==> src/rtl/cp0_exc_unit.sv <==
// M-stage exception prioritisation together with the CP0 state it owns:
// Status, Cause, EPC, BadVAddr, Count/Compare timer and an MTC0/MFC0 port.
module cp0_exc_unit #(
  parameter int          N_HW_INT   = 6,
  parameter logic [31:0] EXC_VECTOR = 32'hBFC0_0380,
  parameter int          TIMER_DIV  = 2
) (
  input  logic                clk,
  input  logic                rst,
  input  logic [N_HW_INT-1:0] hw_int,
  input  logic                valid_m,
  input  logic                stall_m,
  input  logic [31:0]         pc_m,
  input  logic [31:0]         addr_m,
  input  logic                in_ds_m,
  input  logic                adel_if,
  input  logic                adel_ld,
  input  logic                ades,
  input  logic                ri,
  input  logic                syscall,
  input  logic                brk,
  input  logic                ov,
  input  logic                trap,
  input  logic                eret,
  input  logic                mtc0_en,
  input  logic [4:0]          cp0_waddr,
  input  logic [4:0]          cp0_raddr,
  input  logic [31:0]         cp0_wdata,
  output logic [31:0]         cp0_rdata,
  output logic                flush,
  output logic [31:0]         redirect_pc,
  output logic [4:0]          exc_code,
  output logic [31:0]         status_o,
  output logic [31:0]         cause_o,
  output logic [31:0]         epc_o
);

  localparam logic [4:0] REG_BADVADDR = 5'd8;
  localparam logic [4:0] REG_COUNT    = 5'd9;
  localparam logic [4:0] REG_COMPARE  = 5'd11;
  localparam logic [4:0] REG_STATUS   = 5'd12;
  localparam logic [4:0] REG_CAUSE    = 5'd13;
  localparam logic [4:0] REG_EPC      = 5'd14;

  localparam int             DIV_W    = (TIMER_DIV > 1) ? $clog2(TIMER_DIV) : 1;
  localparam logic [DIV_W-1:0] DIV_LAST = DIV_W'(TIMER_DIV - 1);

  typedef enum logic [4:0] {
    EXC_INT  = 5'h00,
    EXC_ADEL = 5'h04,
    EXC_ADES = 5'h05,
    EXC_SYS  = 5'h08,
    EXC_BP   = 5'h09,
    EXC_RI   = 5'h0a,
    EXC_OV   = 5'h0c,
    EXC_TR   = 5'h0d
  } exc_code_e;

  logic [N_HW_INT-1:0] hw_sync;
  logic [N_HW_INT-1:0] hw_ip;
  logic [7:0]          status_im;
  logic                status_exl;
  logic                status_ie;
  logic                cause_bd;
  logic                cause_ti;
  logic [1:0]          cause_sw;
  logic [4:0]          cause_code;
  logic [31:0]         epc;
  logic [31:0]         badvaddr;
  logic [31:0]         count;
  logic [31:0]         compare;
  logic [DIV_W-1:0]    div;

  logic [5:0]       hw_pad;
  logic [7:0]       ip;
  logic             int_pend;
  logic             go;
  logic             exc_taken;
  logic             eret_taken;
  exc_code_e        code;
  logic             mtc0_ok;
  logic             tick;
  logic             count_wr;
  logic             compare_wr;
  logic [31:0]      count_next;
  logic [DIV_W-1:0] div_next;

  // IP[7] is shared between hardware line 5 and the timer interrupt.
  assign hw_pad   = 6'(hw_ip);
  assign ip       = {hw_pad[5] | cause_ti, hw_pad[4:0], cause_sw};
  assign int_pend = status_ie & ~status_exl & (|(status_im & ip));
  assign go       = valid_m & ~stall_m;

  // NOTE: every always_comb output gets a default first so no latch is inferred.
  always_comb begin
    exc_taken  = 1'b0;
    eret_taken = 1'b0;
    code       = EXC_INT;
    if (go) begin
      exc_taken = 1'b1;
      if (int_pend)                code = EXC_INT;
      else if (adel_if || adel_ld) code = EXC_ADEL;
      else if (ri)                 code = EXC_RI;
      else if (syscall)            code = EXC_SYS;
      else if (brk)                code = EXC_BP;
      else if (ades)               code = EXC_ADES;
      else if (ov)                 code = EXC_OV;
      else if (trap)               code = EXC_TR;
      else begin
        exc_taken  = 1'b0;
        eret_taken = eret;
      end
    end
  end

  assign flush       = exc_taken | eret_taken;
  assign redirect_pc = exc_taken ? EXC_VECTOR : (eret_taken ? epc : 32'h0);
  assign exc_code    = exc_taken ? code : 5'h0;

  // A taken exception or eret suppresses any same-cycle CP0 write.
  assign mtc0_ok    = mtc0_en & ~stall_m & ~flush;
  assign count_wr   = mtc0_ok && (cp0_waddr == REG_COUNT);
  assign compare_wr = mtc0_ok && (cp0_waddr == REG_COMPARE);
  assign tick       = (div == DIV_LAST);
  assign count_next = count_wr ? cp0_wdata : (tick ? count + 32'd1 : count);
  assign div_next   = (count_wr || tick) ? '0 : div + 1'b1;

  assign status_o = {9'd0, 1'b1, 6'd0, status_im, 6'd0, status_exl, status_ie};
  assign cause_o  = {cause_bd, cause_ti, 14'd0, ip, 1'b0, cause_code, 2'b00};
  assign epc_o    = epc;

  always_comb begin
    cp0_rdata = 32'h0;
    case (cp0_raddr)
      REG_BADVADDR: cp0_rdata = badvaddr;
      REG_COUNT:    cp0_rdata = count;
      REG_COMPARE:  cp0_rdata = compare;
      REG_STATUS:   cp0_rdata = status_o;
      REG_CAUSE:    cp0_rdata = cause_o;
      REG_EPC:      cp0_rdata = epc;
      default:      cp0_rdata = 32'h0;
    endcase
  end

  // NOTE: state uses non-blocking assignments so every register samples pre-edge values.
  always_ff @(posedge clk or posedge rst) begin
    if (rst) begin
      hw_sync    <= '0;
      hw_ip      <= '0;
      status_im  <= 8'h0;
      status_exl <= 1'b0;
      status_ie  <= 1'b0;
      cause_bd   <= 1'b0;
      cause_ti   <= 1'b0;
      cause_sw   <= 2'b00;
      cause_code <= 5'h0;
      epc        <= 32'h0;
      badvaddr   <= 32'h0;
      count      <= 32'h0;
      compare    <= 32'h0;
      div        <= '0;
    end else begin
      hw_sync <= hw_int;
      hw_ip   <= hw_sync;
      count   <= count_next;
      div     <= div_next;

      if (compare_wr) begin
        compare  <= cp0_wdata;
        cause_ti <= 1'b0;
      end else if ((count_next == compare) && (compare != 32'h0)) begin
        cause_ti <= 1'b1;
      end

      if (exc_taken) begin
        cause_code <= code;
        status_exl <= 1'b1;
        // A nested exception keeps the original return point.
        if (!status_exl) begin
          epc      <= in_ds_m ? pc_m - 32'd4 : pc_m;
          cause_bd <= in_ds_m;
        end
        if (code == EXC_ADEL || code == EXC_ADES)
          badvaddr <= adel_if ? pc_m : addr_m;
      end else if (eret_taken) begin
        status_exl <= 1'b0;
      end else if (mtc0_ok) begin
        case (cp0_waddr)
          REG_STATUS: begin
            status_im  <= cp0_wdata[15:8];
            status_exl <= cp0_wdata[1];
            status_ie  <= cp0_wdata[0];
          end
          REG_CAUSE: cause_sw <= cp0_wdata[9:8];
          REG_EPC:   epc      <= cp0_wdata;
          default: ;
        endcase
      end
    end
  end

endmodule
==> config.mk <==
export PLATFORM = sky130hd
export DESIGN_NAME = cp0_exc_unit
export DESIGN_NICKNAME = d
export VERILOG_FILES = /design/src/rtl/cp0_exc_unit.sv
export SDC_FILE = /design/constraint.sdc
export NUM_CORES = 1
export LEC_CHECK = 0
export BUFFER_PORTS_ARGS = -buffer_cell sky130_fd_sc_hd__buf_2
export CORE_AREA = 2 2 146 148
export DETAILED_ROUTE_END_ITERATION = 7
export DIE_AREA = 0 0 148 150
export GPL_TIMING_DRIVEN = 0
export PLACE_DENSITY = 0.77
export SYNTH_ARGS = -nofsm -noshare
export SYNTH_HDL_FRONTEND = slang
export SYNTH_SLANG_ARGS = --single-unit
export TNS_END_PERCENT = 100
==> constraint.sdc <==
create_clock -name clk -period 4.59 [get_ports clk]
set_input_delay 0.459 -clock clk [delete_from_list [all_inputs] [get_ports clk]]
set_output_delay 0.459 -clock clk [all_outputs]
set_load 0.01 [all_outputs]
==> summary.md <==
| Metric | Value |
|---|---|
| First DRT Iteration DRCs | `1508` |
| Max-slew headroom | `25.5%` |
| CTS max path bufs | `2` |
| Number of distinct library cells after synthesis | `64` |
| Htree depth | `4` |
| Setup TNS | `0 ns` |
| CTS sink cnt | `159` |
| Crit-path cells | `a222oi_1 > and3_1 > a31o_4 > clkbuf_1 > clkbuf_1 > buf_1 > clkbuf_1 > nand2_1 > buf_2` |
| Gr ovfl total | `0` |
| Routability Congestion | `1.03` |
| Final HPWL DP | `30.9 mm` |
| Max VDD drop | `240 uV` |
| Final ANT Viol Nets | `0` |
| Hold Path Depth | `1` |
| DR vias/cell | `5.91` |
| Worst Hold Launch | `hw_int[5]` |
| Total die area | `22200 sq um` |
| Final Skew | `0.00698 ns` |
| Critical path type | `flop to primary output` |
| CP Data Arrival Time | `3.95 ns` |
| Async SR Flop Fraction | `100%` |
| Fin crit share | `96.1%` |
| Initial Util | `46.9%` |
| Input/output buffers | `249` |
| Pleak | `5.82 nW` |
| Post-route setup slack | `0.179 ns` |
| NumNets Final | `1502` |
| Ys flop type | `dfrtp_1` |
| R2R setup slack | `0.48 ns` |
| Worst skew pair latency | `0.44 ns` |
| Multi-input gate area | `5200 sq um` |
| Final WL | `38.9 mm` |
| Vias in the first global route | `8908` |
| Crit-path most repeated cell | `clkbuf_1` |
| WP depth | `9` |
| Maxcap violations | `0` |
| Postcts setup bufs | `0` |
| Die height | `150 um` |
| GR Util All Layers | `34.7%` |
| Core area | `20700 sq um` |
| RR Endpoint | `compare[19]` |
| RSZ-0062 raised after global routing | `no` |
| Hold WC Path Type | `input pin to flop` |
| FMAX | `227 MHz` |
| Worst Setup Start Kind | `flop` |
| TritonCTS buffer count | `17` |
| Top Ports | `293` |
| Area grow syn2layout | `25.3%` |
| Status | `complete, no violations` |
| Area post-placement | `11500 sq um` |
| First-pass GRT wire length | `56.9 mm` |
| Pwr/cell area | `382 nW/um^2` |
| Clock root buffer | `clkbuf_16` |
| Post-synthesis sequential area ratio | `41.0%` |
| Critical path's largest stage delay | `0.50 ns` |
| WL/cell | `23.4 um` |
| Post-layout instance area | `12100 sq um` |
| Clk pin slew, worst setup/hold paths | `0.07 ns` |
| CP required | `4.13 ns` |
| Post-synth EDFFs | `0` |
| Largest net degree at the start of global routing | `44` |
| Fillers | `1880` |
| Tmin final | `4.41 ns` |
| Top delay family on crit path | `buffers and inverters` |
| Vias | `9821` |
| Rows | `53` |
| Crit. End Element | `primary output` |
| Die Wd | `148 um` |
| Synth Area per Inst | `9.14 sq um` |
| First-pass iteration count of the detailed router | `8` |
| Worst-path fanout max | `10` |
| Seq cells post-synth | `159` |
| Buf/Inv on CP | `5` |
| Final hold violation count | `0` |
| Worst Tran Pin Value | `1.11 ns` |
| # DRC | `0` |
| Pre-CTS setup slack | `0.354 ns` |
| Slowest CP cell | `buf_1` |
| Mapped cell area | `9700 sq um` |
| Worst reg2reg path startpoint | `status_im[4]` |
| Post-CTS Resized | `0` |
| Max-slew violations | `0` |
| R2R cell count | `8` |
| Share of cells above drive strength 1 | `29.0%` |
| Reg area | `3980 sq um` |
| Setup Viol. Count Final | `0` |
| Critical Path Sink | `redirect_pc[8]` |
| Cells after synthesis | `1061` |
| CTS tree | `yes` |
| Initial antenna violation count | `1` |
| Ys Warns | `0` |
| Critical path launch point | `status_im[4]` |
cells in the mapped netlist (37+ instances only):
cell | instances | area, sq um
dfrtp_1 | 159 | 3980
nand2_1 | 113 | 424
nor2_1 | 89 | 334
a21oi_1 | 68 | 340
o21ai_0 | 54 | 270
buf_4 | 50 | 375
clkbuf_1 | 49 | 184
mux2_2 | 45 | 507
xnor2_1 | 43 | 377
mux2i_1 | 41 | 410
a22oi_1 | 37 | 278
worst min path at each step:
stage                 end
3_5_place_dp     hw_ip[5]
3_3_place_gp     hw_ip[1]
4_1_cts        hw_sync[5]
2_1_floorplan    hw_ip[0]
5_1_grt        hw_sync[1]
6_report       hw_sync[5]
layer usage:
layer / share of wire, % / up-vias / wire length (um) / global-route usage [%]
met3: 11 / 78 / 4210 / 6.71
met5: 0 / - / 0 / 0
met4: 3.4 / 0 / 1300 / 12.2
met1: 40 / 4713 / 15400 / 48.5
li1: - / 4356 / - / -
met2: 46 / 674 / 18000 / 54.2
report_power, final:
group / total (W) / switching, W / internal (W)
clock: 0.00149 / 0.000607 / 0.000887
combinational: 0.00108 / 0.000613 / 0.000469
sequential: 0.00207 / 0.000416 / 0.00165
area by class of cell:
class | instances | share of cell area, %
Antenna cell | 2 | 0.0412
Multi-Input combinational cell | 816 | 42.8
Timing Repair Buffer | 254 | 11.0
Inverter | 16 | 0.525
Clock inverter | 12 | 1.30
Clock buffer | 20 | 3.76
Sequential cell | 159 | 32.8
Tap cell | 275 | 2.83
Buffer | 109 | 4.99
through the flow:
stage | util, % | power [W] | hold slack (ns) | cells
3_5_place_dp | 55.7 | 0.00312 | 0.340 | 1628
3_3_place_gp | 55.3 | 0.00308 | 0.332 | 1624
2_1_floorplan | - | 0.00254 | 0.331 | 1100
4_1_cts | 58.7 | 0.00460 | 0.117 | 1661
5_1_grt | 58.7 | 0.00482 | 0.113 | 1662
6_report | 58.7 | 0.00465 | 0.120 | 1663
worst reg2reg max path: cells and delay by family, from the launching register on:
family	cells	cell delay, ns
AOI/OAI and AO/OA	2	0.54
buffers and inverters	2	0.88
DFF	1	0.48
muxes	1	0.40
and+or+nand+nor	3	1.70
placed cells by master (no fill, tap or decap), types with 4 or more instances in the layout:
cell type	Yosys	layout
conb_1	2	41
xnor2_1	43	43
inv_1	16	15
dfrtp_1	159	159
or3_1	5	5
nor3_1	22	22
nor2_1	89	89
clkinvlp_4	0	4
and3_1	8	8
a22o_1	15	15
mux2i_1	41	41
a22oi_1	37	37
clkbuf_1	49	50
buf_12	0	4
a21o_1	4	4
or4_1	5	5
clkbuf_16	0	17
mux2_2	45	45
nor2b_1	5	5
nand4_1	14	14
o21ai_0	54	54
nor4_1	24	24
nand2_1	113	113
buf_4	50	50
o21ai_1	10	10
xor2_1	35	35
and2_1	22	22
and4_1	6	6
a21oi_1	68	68
a222oi_1	9	9
a221o_1	15	15
a211oi_1	4	4
buf_2	7	256
nand3_1	35	35
logic make-up after synthesis:
kind of cell	after synthesis	share of synthesized area [%]
flip-flops	159	41.0
XOR/XNOR	78	7.05
buffers and inverters	125	6.87
AND/OR/NAND/NOR	367	18.5
adder cells (fa/ha/maj)	2	0.258
multiplexers	86	9.46
AO/OA/AOI/OAI	242	16.7
other	2	0.0775
sequential cells by signal, indices dropped and copies added, names as in the netlist:
register and cells:
badvaddr 32, cause_bd 1, cause_code 4, cause_sw 2
cause_ti 1, compare 32, count 32, div 1
epc_o 32, hw_ip 6, hw_sync 6, status_exl 1
status_ie 1, status_im 8
timing repair:
action / 4_1_cts / 5_1_grt
hold buffers: 1 / 0
setup endpoints to repair: 0 / 0
hold endpoints to repair: 1 / 0
No activity file was read; power rests on OpenSTA's default activity.
